**src/rtl/nlf_batch_controller.sv**
```systemverilog
// Purpose : sequencing FSM for the nonlinear-function datapath (softmax/GELU/SiLU/root);
//           runs MAX / FIRST_STAGE / SECOND_STAGE per vector for num_vec vectors per start.
// Latency : state and codes registered; first phase appears the cycle after start is sampled.
// Backpr. : a valid cycle with out_ready=0 holds state, counters and codes, and gates en_mult/en_add.
//
// Ports
//   clk, rst_n          clock (rising edge), asynchronous active-low reset
//   start, mode, num_vec launch request; mode/num_vec latched at launch (num_vec 0 -> 1)
//   out_ready, abort    downstream accept, synchronous kill (beats start)
//   busy, vec_idx       job in progress, 0-based index of current vector
//   max_en, s_in, s_mux, s_mult, s_add, en_mult, en_add   datapath control codes
//   valid, finish       result valid, one-cycle end-of-job pulse
//   perf_cycles         busy cycles of the last job (only with NLF_PERF_CNT_EN defined)
//
// Optional feature macro: NLF_PERF_CNT_EN
module nlf_batch_controller #(
  parameter int DATA_NUM     = 16,
  parameter int STAGE_CYCLES = 4,
  parameter int VEC_W        = 8
) (
  input  logic             clk,
  input  logic             rst_n,
  input  logic             start,
  input  logic [1:0]       mode,
  input  logic [VEC_W-1:0] num_vec,
  input  logic             out_ready,
  input  logic             abort,
  output logic             busy,
  output logic [VEC_W-1:0] vec_idx,
  output logic             max_en,
  output logic [2:0]       s_in,
  output logic             s_mux,
  output logic [2:0]       s_mult,
  output logic             s_add,
  output logic             en_mult,
  output logic             en_add,
  output logic             valid,
  output logic             finish
`ifdef NLF_PERF_CNT_EN
  ,
  output logic [31:0]      perf_cycles
`endif
);

  localparam int SORT_CYCLES = (DATA_NUM / 2 - 1) * 9 + 1;
  localparam int MAX_CYCLES  = (SORT_CYCLES > STAGE_CYCLES) ? SORT_CYCLES : STAGE_CYCLES;
  localparam int CNT_W       = $clog2(MAX_CYCLES) + 1;

  localparam logic [CNT_W-1:0] SORT_LAST  = CNT_W'(SORT_CYCLES - 1);
  localparam logic [CNT_W-1:0] STAGE_LAST = CNT_W'(STAGE_CYCLES - 1);

  localparam logic [1:0] M_SOFTMAX = 2'b00;
  localparam logic [1:0] M_ROOT    = 2'b11;

  typedef enum logic [2:0] {
    S_IDLE   = 3'd0,
    S_MAX    = 3'd1,
    S_FIRST  = 3'd2,
    S_SECOND = 3'd3,
    S_FINISH = 3'd4
  } state_t;

  state_t           r_state,    w_state_nxt;
  logic [1:0]       r_mode,     w_mode_nxt;
  logic [VEC_W-1:0] r_last_idx, w_last_nxt;
  logic [VEC_W-1:0] r_vec_idx,  w_vec_nxt;
  logic [CNT_W-1:0] r_cnt,      w_cnt_nxt;
  logic             w_vec_done;
  logic             w_adv;

  logic       r_busy, r_max_en, r_s_mux, r_s_add, r_en_mult, r_en_add, r_valid, r_finish;
  logic [2:0] r_s_in, r_s_mult;
  logic       w_busy, w_max_en, w_s_mux, w_s_add, w_en_mult, w_en_add, w_valid, w_finish;
  logic [2:0] w_s_in, w_s_mult;

  // A valid cycle only moves on when downstream takes the result.
  assign w_adv = ~r_valid | out_ready;

  // Next-state and counter logic.
  always_comb begin
    w_state_nxt = r_state;
    w_mode_nxt  = r_mode;
    w_last_nxt  = r_last_idx;
    w_vec_nxt   = r_vec_idx;
    w_cnt_nxt   = r_cnt;
    w_vec_done  = 1'b0;
    case (r_state)
      S_IDLE: begin
        w_vec_nxt = '0;
        w_cnt_nxt = '0;
        if (start) begin
          w_mode_nxt  = mode;
          w_last_nxt  = (num_vec == '0) ? '0 : num_vec - VEC_W'(1);
          w_state_nxt = (mode == M_SOFTMAX) ? S_MAX : S_FIRST;
        end
      end
      S_MAX: begin
        if (r_cnt == SORT_LAST) begin
          w_state_nxt = S_FIRST;
          w_cnt_nxt   = '0;
        end else begin
          w_cnt_nxt = r_cnt + CNT_W'(1);
        end
      end
      S_FIRST: begin
        if (w_adv) begin
          if (r_cnt == STAGE_LAST) begin
            if (r_mode == M_ROOT) begin
              w_vec_done = 1'b1;
            end else begin
              w_state_nxt = S_SECOND;
              w_cnt_nxt   = '0;
            end
          end else begin
            w_cnt_nxt = r_cnt + CNT_W'(1);
          end
        end
      end
      S_SECOND: begin
        if (w_adv) begin
          if (r_cnt == STAGE_LAST) w_vec_done = 1'b1;
          else                     w_cnt_nxt  = r_cnt + CNT_W'(1);
        end
      end
      S_FINISH: begin
        w_state_nxt = S_IDLE;
        w_cnt_nxt   = '0;
        w_vec_nxt   = '0;
      end
      default: begin
        w_state_nxt = S_IDLE;
        w_cnt_nxt   = '0;
        w_vec_nxt   = '0;
      end
    endcase

    // Vector boundary: next vector starts immediately, no IDLE gap.
    if (w_vec_done) begin
      w_cnt_nxt = '0;
      if (r_vec_idx == r_last_idx) begin
        w_state_nxt = S_FINISH;
      end else begin
        w_vec_nxt   = r_vec_idx + VEC_W'(1);
        w_state_nxt = (r_mode == M_SOFTMAX) ? S_MAX : S_FIRST;
      end
    end

    if (abort) begin
      w_state_nxt = S_IDLE;
      w_cnt_nxt   = '0;
      w_vec_nxt   = '0;
    end
  end

  // Output codes are decoded from the next state so they register on the
  // same edge as the state they describe.
  always_comb begin
    w_busy    = (w_state_nxt != S_IDLE);
    w_max_en  = 1'b0;
    w_s_in    = 3'd0;
    w_s_mux   = 1'b0;
    w_s_mult  = 3'd0;
    w_s_add   = 1'b0;
    w_en_mult = 1'b0;
    w_en_add  = 1'b0;
    w_valid   = 1'b0;
    w_finish  = 1'b0;
    case (w_state_nxt)
      S_MAX: w_max_en = 1'b1;
      S_FIRST: begin
        w_en_mult = 1'b1;
        case (w_mode_nxt)
          M_SOFTMAX: {w_s_in, w_s_mux, w_s_mult, w_s_add} = {3'd0, 1'b1, 3'd2, 1'b1};
          M_ROOT: begin
            {w_s_in, w_s_mux, w_s_mult, w_s_add} = {3'd4, 1'b0, 3'd1, 1'b0};
            // Root has no second stage; its result leaves on the last first-stage cycle.
            w_valid = (w_cnt_nxt == STAGE_LAST);
          end
          default:   {w_s_in, w_s_mux, w_s_mult, w_s_add} = {3'd2, 1'b1, 3'd3, 1'b0};
        endcase
      end
      S_SECOND: begin
        w_valid  = 1'b1;
        w_en_add = 1'b1;
        if (w_mode_nxt == M_SOFTMAX) begin
          {w_s_in, w_s_mux, w_s_mult, w_s_add} = {3'd1, 1'b0, 3'd0, 1'b1};
          w_en_mult = 1'b1;
        end else begin
          {w_s_in, w_s_mux, w_s_mult, w_s_add} = {3'd3, 1'b0, 3'd0, 1'b1};
        end
      end
      S_FINISH: w_finish = 1'b1;
      default: ;
    endcase
  end

  always_ff @(posedge clk or negedge rst_n) begin
    if (!rst_n) begin
      r_state    <= S_IDLE;
      r_mode     <= 2'b00;
      r_last_idx <= '0;
      r_vec_idx  <= '0;
      r_cnt      <= '0;
      r_busy     <= 1'b0;
      r_max_en   <= 1'b0;
      r_s_in     <= 3'd0;
      r_s_mux    <= 1'b0;
      r_s_mult   <= 3'd0;
      r_s_add    <= 1'b0;
      r_en_mult  <= 1'b0;
      r_en_add   <= 1'b0;
      r_valid    <= 1'b0;
      r_finish   <= 1'b0;
    end else begin
      r_state    <= w_state_nxt;
      r_mode     <= w_mode_nxt;
      r_last_idx <= w_last_nxt;
      r_vec_idx  <= w_vec_nxt;
      r_cnt      <= w_cnt_nxt;
      r_busy     <= w_busy;
      r_max_en   <= w_max_en;
      r_s_in     <= w_s_in;
      r_s_mux    <= w_s_mux;
      r_s_mult   <= w_s_mult;
      r_s_add    <= w_s_add;
      r_en_mult  <= w_en_mult;
      r_en_add   <= w_en_add;
      r_valid    <= w_valid;
      r_finish   <= w_finish;
    end
  end

  assign busy    = r_busy;
  assign vec_idx = r_vec_idx;
  assign max_en  = r_max_en;
  assign s_in    = r_s_in;
  assign s_mux   = r_s_mux;
  assign s_mult  = r_s_mult;
  assign s_add   = r_s_add;
  // Enables drop in the very cycle a result is refused so the datapath freezes with it.
  assign en_mult = r_en_mult & w_adv;
  assign en_add  = r_en_add & w_adv;
  assign valid   = r_valid;
  assign finish  = r_finish;

`ifdef NLF_PERF_CNT_EN
  logic [31:0] r_perf_cycles;

  // Cleared at launch, counts every busy cycle (stalls included), then holds.
  always_ff @(posedge clk or negedge rst_n) begin
    if (!rst_n)                            r_perf_cycles <= '0;
    else if (r_state == S_IDLE && start && !abort) r_perf_cycles <= '0;
    else if (r_state != S_IDLE)            r_perf_cycles <= r_perf_cycles + 32'd1;
  end

  assign perf_cycles = r_perf_cycles;
`endif

endmodule

```
**config.mk**
```make
export PLATFORM = sky130hd
export DESIGN_NAME = nlf_batch_controller
export DESIGN_NICKNAME = d
export VERILOG_FILES = /design/src/rtl/nlf_batch_controller.sv
export SDC_FILE = /design/constraint.sdc
export NUM_CORES = 1
export LEC_CHECK = 0
export BUFFER_PORTS_ARGS = -buffer_cell sky130_fd_sc_hd__buf_2
export CORE_UTILIZATION = 30
export DETAILED_ROUTE_END_ITERATION = 8
export SYNTH_ARGS = -nofsm -noshare
export SYNTH_HDL_FRONTEND = slang
export SYNTH_SLANG_ARGS = --single-unit
```
**constraint.sdc**
```tcl
create_clock -name clk -period 3.6 [get_ports clk]
set_clock_uncertainty 0.1 [all_clocks]
set_input_delay 0.72 -clock clk [delete_from_list [all_inputs] [get_ports clk]]
set_output_delay 0.72 -clock clk [all_outputs]
set_load 0.01 [all_outputs]
```
==> impl_summary.txt, run 1 <==
----------------------------------------------------
[Outcome]
  Outcome ... complete, no violations

[Placed design]
  Total placed cells including tap cells ... 359
  HPWL after detailed placement ... 3800 µm
  PortBufs ... 35
  Post-place setup slack ... 0.842 ns
  GPL Wtd Cong ... 0.866

[Floorplan]
  Top Ports ... 37
  Area of the die ... 0.00789 mm²
  Die extent in x ... 88.8 µm
  Effective utilization at floorplan ... 31.2%
  Number of placement rows ... 31
  Placeable core region ... 0.00725 mm²
  Chip height ... 88.8 µm

[Setup path]
  Signal arrival time at the worst endpoint ... 2.79 ns
  Kind of end point of the critical path ... flip-flop
  Data required time at the worst endpoint ... 3.70 ns
  Startpoint-to-endpoint class of the critical path ... reg -> reg
  Sort of element at the start of the critical path ... flip-flop
  Maximum fanout along the worst path ... 12

[Synth]
  Number of storage elements in the synthesis netlist ... 39
  Share of the yosys chip area belonging to registers ... 43.2%
  Dominant synthesized flop cell ... sky130_fd_sc_hd__dfrtp_1
  Number of flops mapped to enable cells by yosys ... 0
  Ys async rst share ... 100%
  Distinct cell type count after synthesis ... 57
  Mapped cell area ... 0.00226 mm²
  Mean instance size in the synthesized netlist ... 9.66 µm²
  Cells after Synth ... 234
  Synthesized netlist net count ... 255
  Synthesis warning total ... 0

[Pwr]
  Internal power contribution ... 0.707 mW
  Overall power consumption ... 0.973 mW
  Relative contribution of sequential cells to total power ... 51.0%
  Relative contribution of combinational cells to total power ... 16.1%
  Clock power share ... 32.9%
  Leakage ... 1.18 nW
  Power density over cell area ... 372 mW/mm²
  Peak supply drop ... 0.000210 V
  Net switching fraction of the power ... 27.3%
  Net switching power figure ... 0.266 mW

[Global route]
  Via count of the first global-routing pass ... 1746
  Total congestion overflow ... 0
  Maximum number of pins on one net before global-route repair ... 40
  Antenna violations before repair ... 0
  Global-route usage over all layers ... 13.8%
  First-pass GRT wire length ... 8310 µm

[Timing]
  Total negative slack ... 0 ns
  Max transition margin ... 44.0%
  Final Setup Violations ... 0
  Hold violation total from the final report ... 0
  Fraction of the cycle the final worst path needs ... 74.5%
  Transition time at the pin with the least slew margin ... 0.840 ns
  Min cycle time layout ... 2.68 ns
  Worst Setup Slack, final ... 0.917 ns
  Top achievable clock speed ... 373 MHz
  RSZ-0062 raised after global routing ... no
  Number of max-slew violations in the final report ... 0
  Final Hold Slack ... 0.401 ns

[Routing]
  Count of nets left with antenna violations after detail routing ... 0
  WL/cell ... 13.7 µm
  Number of vias in the routed layout ... 1872
  Aggregate routed wire length ... 5030 µm
  DR iter-0 viols ... 87
  Routed via count divided by cell count ... 5.10
  Detailed-routing iteration count for the pre-antenna-repair pass ... 4
  DRC violation count after routing ... 0

[Clock tree]
  Total of hold buffers inserted after clock tree synthesis ... 0
  Clk Tree Root Cell ... sky130_fd_sc_hd__clkbuf_8
  CTS tree ... built
  CTS sink count ... 39
  Clk buf depth ... 2
  CTS buffer count ... 5
  Number of buffers added for setup after CTS ... 0
  CTS H-tree depth ... 2
  CTS-repair resized insts ... 0
  Insertion delay of the later-clocked pin in the worst-skew pair ... 0.28 ns
  Post-CTS clock slew at the launch and capture registers of the worst setup and hold paths ... 0.07 ns

[Final layout]
  Antenna cell count ... 0
  Area added between synthesis and finish ... 15.7%
  Number of nets in the layout ... 288
  Leading cell types in the layout, fill and taps excluded ... sky130_fd_sc_hd__dfrtp_1 (39), sky130_fd_sc_hd__buf_2 (35), sky130_fd_sc_hd__nor2_1 (19)
  Number of inserted filler cells in the final layout ... 741
  Number of standard cells in the layout, taps in and fillers out ... 367
  Most frequent standard cell in the layout excluding fill and tap cells ... sky130_fd_sc_hd__dfrtp_1
  Ratio of cells with drive above 1 in the final layout ... 20.5%

[Min path]
  Classification of the worst-slack hold path ... reg -> reg

[Job]
  Number of maximum-capacitance violations ... 0

----------------------------------------------------
sequential cells by signal (all words and copies together) (netlist names), 2 cells and up:
| name | count |
|---|---|
| vec_idx | 8 |
| r_cnt | 7 |
| r_state | 3 |
| r_last_idx | 8 |
| r_mode | 2 |
| s_mult | 2 |
| s_in | 2 |
cell usage after synthesis (2+ instances only):
master                      n  area, µm²
sky130_fd_sc_hd__clkbuf_1   6       22.5
sky130_fd_sc_hd__inv_2      2       7.51
sky130_fd_sc_hd__dfrtp_1   39        976
sky130_fd_sc_hd__xnor2_1    6       52.6
sky130_fd_sc_hd__nor2_1    19       71.3
sky130_fd_sc_hd__or4_1      3       22.5
sky130_fd_sc_hd__nand2b_1   5       31.3
sky130_fd_sc_hd__a21oi_1    7       35.0
sky130_fd_sc_hd__o31ai_1    2       15.0
sky130_fd_sc_hd__or3_1      4       25.0
sky130_fd_sc_hd__nor3b_1    2       15.0
sky130_fd_sc_hd__nand2_1   15       56.3
sky130_fd_sc_hd__a31oi_1    3       18.8
sky130_fd_sc_hd__xor2_1    13        114
sky130_fd_sc_hd__a211o_1    3       26.3
sky130_fd_sc_hd__a41oi_1    2       17.5
sky130_fd_sc_hd__nand3_1    7       35.0
sky130_fd_sc_hd__nor4_1     3       18.8
sky130_fd_sc_hd__and3_1     4       25.0
sky130_fd_sc_hd__inv_1      9       33.8
sky130_fd_sc_hd__or2_2      2       12.5
sky130_fd_sc_hd__ha_1       6       75.1
sky130_fd_sc_hd__mux2i_1    4       40.0
sky130_fd_sc_hd__buf_4      3       22.5
sky130_fd_sc_hd__a211oi_2   2       25.0
sky130_fd_sc_hd__o21ai_0   14       70.1
sky130_fd_sc_hd__nor3_1     6       30.0
sky130_fd_sc_hd__and2_1     3       18.8
sky130_fd_sc_hd__nor2b_1    6       37.5
sky130_fd_sc_hd__nand4_1    4       25.0
sky130_fd_sc_hd__a211oi_1   3       22.5
sky130_fd_sc_hd__a21o_1     2       15.0
area by class of cell:
class	count	area, µm²	share of cell area, %
Inverter	11	41.3	1.58
Timing Repair Buffer	35	175	6.70
Tap cell	99	124	4.74
Sequential cell	39	976	37.3
Multi-Input combinational cell	175	1200	45.8
Clock buffer	8	100	3.83
stage by stage:
stage                     cell area (µm²)  utilization [%]
after floorplan                      2260                -
final                                2620             36.1
after global placement               2510             34.7
after global routing                 2620             36.1
after detailed placement             2510             34.7
after CTS                            2620             36.1
cells by family (layout without fill, tap and decap cells):
logic type                 after synthesis  in the layout  share of synthesized area (%)
other                                    1              1                          0.166
muxes                                    4              4                           1.77
adders and majority gates                6              6                           3.32
AOI/OAI and AO/OA                       52             52                           16.6
DFF                                     39             39                           43.2
xor gates and xnor gates                19             19                           7.36
buffers and inverters                   20             54                           3.82
and+or+nand+nor                         93             93                           23.8
path summary, 6_finish.rpt:
kind,slack (ns),end,cells past startpoint,start
max reg2reg,0.92,s_in[1],6,r_state[1]
min,0.40,r_last_idx[6],2,r_last_idx[6]
max,0.92,s_in[1],6,r_state[1]
max in group asynchronous,2.44,busy,1,rst_n
min reg2reg,0.40,r_last_idx[6],2,r_last_idx[6]
min in group asynchronous,0.43,r_last_idx[0],1,rst_n
layer usage:
layer  GRT usage [%]  wire length [µm]  vias up
met5               0                 0        -
met4            6.30               140        0
met3            2.33               190       17
met2            22.8              2410       58
met1            17.8              2290      880
li1                -                 -      917
worst max-delay path: stages (launching register included):
cell,delay (ns)
sky130_fd_sc_hd__dfrtp_1,0.61
sky130_fd_sc_hd__nor2b_1,0.45
sky130_fd_sc_hd__nand4_2,0.24
sky130_fd_sc_hd__or4b_4,0.54
sky130_fd_sc_hd__a21o_1,0.18
sky130_fd_sc_hd__a21o_1,0.24
sky130_fd_sc_hd__a211oi_2,0.24
power groups by stage:
stage / Sequential [mW] / Clock [mW] / Combinational, mW
4_1_cts: 0.496 / 0.327 / 0.159
5_1_grt: 0.500 / 0.346 / 0.180
6_report: 0.496 / 0.320 / 0.157
3_3_place_gp: 0.505 / 0 / 0.158
3_5_place_dp: 0.505 / 0 / 0.159
2_1_floorplan: 0.500 / 0 / 0.108
No activity file was read; power rests on OpenSTA's default activity.
==> run 2: changes to the inputs <==
- ABC_AREA: unset -> 1
- clock period: 3.6 -> 2.4 ns (I/O delays scaled with it)
==> impl_summary.txt, run 2 <==
----------------------------------------------------
[Routing]
  Number of vias in the routed layout ... 2099 (+12%)
  Aggregate routed wire length ... 5230 µm (+3.9%)
  Detailed-routing iteration count for the pre-antenna-repair pass ... 4 (unchanged)
  DRC violation count after routing ... 0 (unchanged)
  DR iter-0 viols ... 93 (+6.9%)
  WL/cell ... 11.2 µm (-19%)
  Count of nets left with antenna violations after detail routing ... 0 (unchanged)
  Routed via count divided by cell count ... 4.48 (-12%)

[Timing]
  Hold violation total from the final report ... 0 (unchanged)
  Min cycle time layout ... 2.12 ns (-0.558 ns)
  RSZ-0062 raised after global routing ... no
  Total negative slack ... 0 ns (unchanged)
  Number of max-slew violations in the final report ... 0 (unchanged)
  Final Hold Slack ... 0.0227 ns (-0.378 ns)
  Final Setup Violations ... 0 (unchanged)
  Top achievable clock speed ... 471 MHz (+26%)
  Fraction of the cycle the final worst path needs ... 88.5% (+14 points)

[Global route]
  Maximum number of pins on one net before global-route repair ... 20 (-50%)
  Antenna violations before repair ... 0 (unchanged)
  Global-route usage over all layers ... 13.5% (-0.33 points)
  Via count of the first global-routing pass ... 1958 (+12%)
  Total congestion overflow ... 0 (unchanged)
  First-pass GRT wire length ... 9050 µm (+8.9%)

[Setup path]
  Worst flop-to-flop path endpoint ... valid
  Startpoint-to-endpoint class of the critical path ... reg -> reg
  Start of the worst register-to-register path ... r_state[0]
  Maximum fanout along the worst path ... 10 (-2)
  Signal arrival time at the worst endpoint ... 2.26 ns (-0.53 ns)
  Kind of end point of the critical path ... flip-flop
  Data required time at the worst endpoint ... 2.54 ns (-1.16 ns)
  Sort of element at the start of the critical path ... flip-flop
  Reg2Reg Depth ... 12 (+6)
  Reg-to-reg setup timing slack ... 0.28 ns (-0.64 ns)

[Pwr]
  Leakage ... 1.47 nW (+25%)
  Peak supply drop ... 0.000220 V (+4.8%)
  Net switching power figure ... 0.473 mW (+78%)
  Power density over cell area ... 543 mW/mm² (+46%)
  Internal power contribution ... 1.04 mW (+48%)
  Clock power share ... 26.9% (-6.0 points)
  Net switching fraction of the power ... 31.2% (+3.9 points)
  Relative contribution of sequential cells to total power ... 49.6% (-1.4 points)
  Relative contribution of combinational cells to total power ... 23.5% (+7.4 points)

[Job]
  Number of maximum-capacitance violations ... 0 (unchanged)

[Placed design]
  PortBufs ... 35 (unchanged)
  GPL Wtd Cong ... 0.806 (-7.0%)
  HPWL after detailed placement ... 4220 µm (+11%)

[Clock tree]
  Clk Tree Root Cell ... sky130_fd_sc_hd__clkbuf_8
  CTS buffer count ... 5 (unchanged)
  CTS-repair resized insts ... 0 (unchanged)
  Post-CTS clock slew at the launch and capture registers of the worst setup and hold paths ... 0.07 ns (about the same)
  CTS H-tree depth ... 2 (unchanged)
  Clk buf depth ... 2 (unchanged)
  CTS tree ... built
  Total of hold buffers inserted after clock tree synthesis ... 0 (unchanged)
  Number of buffers added for setup after CTS ... 0 (unchanged)
  CTS sink count ... 39 (unchanged)
  Insertion delay of the later-clocked pin in the worst-skew pair ... 0.29 ns (about the same)

[Synth]
  Area share of the largest cell type after synthesis ... 40.5% (-2.7 points)
  Xor/xnor share of the synthesized area ... 3.27% (-4.1 points)
  Synthesis warning total ... 0 (unchanged)
  Number of flops mapped to enable cells by yosys ... 0 (unchanged)
  Cell type contributing the most total cell area after synthesis ... sky130_fd_sc_hd__dfrtp_1
  Compound-cell area share of the yosys netlist ... 8.46% (-8.1 points)
  Mapped cell area ... 0.00241 mm² (+6.6%)
  Top area cells in the synthesized netlist ... sky130_fd_sc_hd__dfrtp_1 (40%), sky130_fd_sc_hd__nand2_1 (13%), sky130_fd_sc_hd__inv_1 (8.1%)
  Post-synth top cells ... sky130_fd_sc_hd__nand2_1 (85), sky130_fd_sc_hd__inv_1 (52), sky130_fd_sc_hd__dfrtp_1 (39), sky130_fd_sc_hd__nor2_1 (35), sky130_fd_sc_hd__nand3_1 (20)
  Adder and majority cell fraction of the synthesized area ... 3.12% (-0.21 points)
  Most frequently used cell type in the post-synthesis netlist ... sky130_fd_sc_hd__nand2_1
  Share of the yosys chip area belonging to registers ... 40.5% (-2.7 points)
  Cells after Synth ... 327 (+40%)
  Dominant synthesized flop cell ... sky130_fd_sc_hd__dfrtp_1
  Share of synthesized area spent on multiplexers ... 0% (-1.8 points)
  Number of storage elements in the synthesis netlist ... 39 (unchanged)
  Mean instance size in the synthesized netlist ... 7.37 µm² (-24%)
  Synthesized netlist net count ... 348 (+36%)
  Simple-gate area share of the yosys netlist ... 33.8% (+10 points)
  Distinct cell type count after synthesis ... 35 (-39%)
  Ys async rst share ... 100% (unchanged)
  Main combinational cell family by area after synthesis ... simple AND/OR/NAND/NOR gates

[Floorplan]
  Top Ports ... 37 (unchanged)
  Area of the die ... 0.00840 mm² (+6.4%)
  Die extent in x ... 91.6 µm (+3.2%)
  Placeable core region ... 0.00777 mm² (+7.1%)
  Effective utilization at floorplan ... 31.0% (-0.15 points)
  Chip height ... 91.6 µm (+3.2%)
  Number of placement rows ... 32 (+3.2%)

[Final layout]
  Number of nets in the layout ... 389 (+35%)
  Most frequent standard cell in the layout excluding fill and tap cells ... sky130_fd_sc_hd__nand2_1
  Area added between synthesis and finish ... 15.9%
  Leading cell types in the layout, fill and taps excluded ... sky130_fd_sc_hd__nand2_1 (85), sky130_fd_sc_hd__inv_1 (52), sky130_fd_sc_hd__dfrtp_1 (39)
  Ratio of cells with drive above 1 in the final layout ... 19.9% (-0.63 points)
  Antenna cell count ... 0 (unchanged)

[Min path]
  Classification of the worst-slack hold path ... in -> async

[Outcome]
  Outcome ... complete, no violations

----------------------------------------------------
## run 2: cell count changes in the layout (fill, tap and decap cells not counted), sizes merged, moves of 4 or more
| cell | before | now |
|---|---|---|
| nand2 | 15 | 90 |
| inv | 11 | 59 |
| nor2 | 19 | 41 |
| nand3 | 8 | 24 |
| xor2 | 13 | 4 |
| o22ai | 0 | 8 |
| nor2b | 6 | 0 |
| buf | 35 | 40 |
| nand2b | 5 | 0 |
| nor4 | 5 | 0 |
| a211oi | 5 | 1 |
| mux2i | 4 | 0 |
| or3 | 4 | 0 |
## run 2: layout make-up
class | count | area [µm²]
tap | 102 | 128
fill | 830 | 4970
timing repair buffer | 40 | 213
clock buffer | 6 | 72.6
sequential | 39 | 976
multi-input combinational | 223 | 1180
inverter | 59 | 221
## run 2: worst max path at each step
stage                 end  cells past startpoint  slack (ns)  startpoint
floorplan           valid                     12        0.36  r_state[0]
CTS                 valid                     12        0.16  r_state[2]
global route        valid                     12        0.05  r_state[0]
finish              valid                     12        0.28  r_state[0]
detailed placement  valid                     12        0.19  r_state[0]
global placement    valid                     12        0.31  r_state[0]
## run 2: through the flow
stage | utilization (%) | area [µm²] | cells | power (mW) | setup WS [ns]
final | 36.0 | 2790 | 469 | 1.52 | 0.276
after global routing | 36.0 | 2790 | 469 | 1.61 | 0.0493
after CTS | 35.9 | 2790 | 469 | 1.52 | 0.158
after detailed placement | 34.9 | 2710 | 463 | 1.12 | 0.190
after global placement | 34.9 | 2710 | 463 | 1.11 | 0.312
after floorplan | - | 2410 | 327 | 1.01 | 0.359
## run 2: cells by family (layout without fill, tap and decap cells)
logic type	Yosys count	count (layout)
AOI/OAI and AO/OA	36	36
adders and majority gates	6	6
other	1	1
buffers and inverters	65	105
and+or+nand+nor	171	171
xor gates and xnor gates	9	9
DFF	39	39
## run 2: worst max-delay path, cell delays in order, from the launching register on
cell,delay [ns]
sky130_fd_sc_hd__dfrtp_1,0.43
sky130_fd_sc_hd__nor2_2,0.20
sky130_fd_sc_hd__and3_1,0.27
sky130_fd_sc_hd__buf_4,0.21
sky130_fd_sc_hd__nand2_1,0.08
sky130_fd_sc_hd__o21ai_2,0.11
sky130_fd_sc_hd__ha_2,0.24
sky130_fd_sc_hd__nand3_1,0.08
sky130_fd_sc_hd__nor2_1,0.10
sky130_fd_sc_hd__nand2_1,0.06
sky130_fd_sc_hd__nor2_1,0.08
sky130_fd_sc_hd__nand2_1,0.05
sky130_fd_sc_hd__nand2_1,0.05
## run 2: routing by layer
metal	vias up	share of wire [%]	GRT usage, %
li1	1100	-	-
met1	963	46	16.8
met2	29	50	23.6
met3	7	2.4	1.91
met4	0	1.8	5.16
met5	-	0	0
## run 2: power by group through the flow
stage               Combinational [mW]  Sequential, mW  Clock [mW]
global placement                 0.347           0.765           0
floorplan                        0.241           0.768           0
finish                           0.356           0.752       0.408
global route                     0.411           0.760       0.438
CTS                              0.356           0.752       0.416
detailed placement               0.354           0.765           0
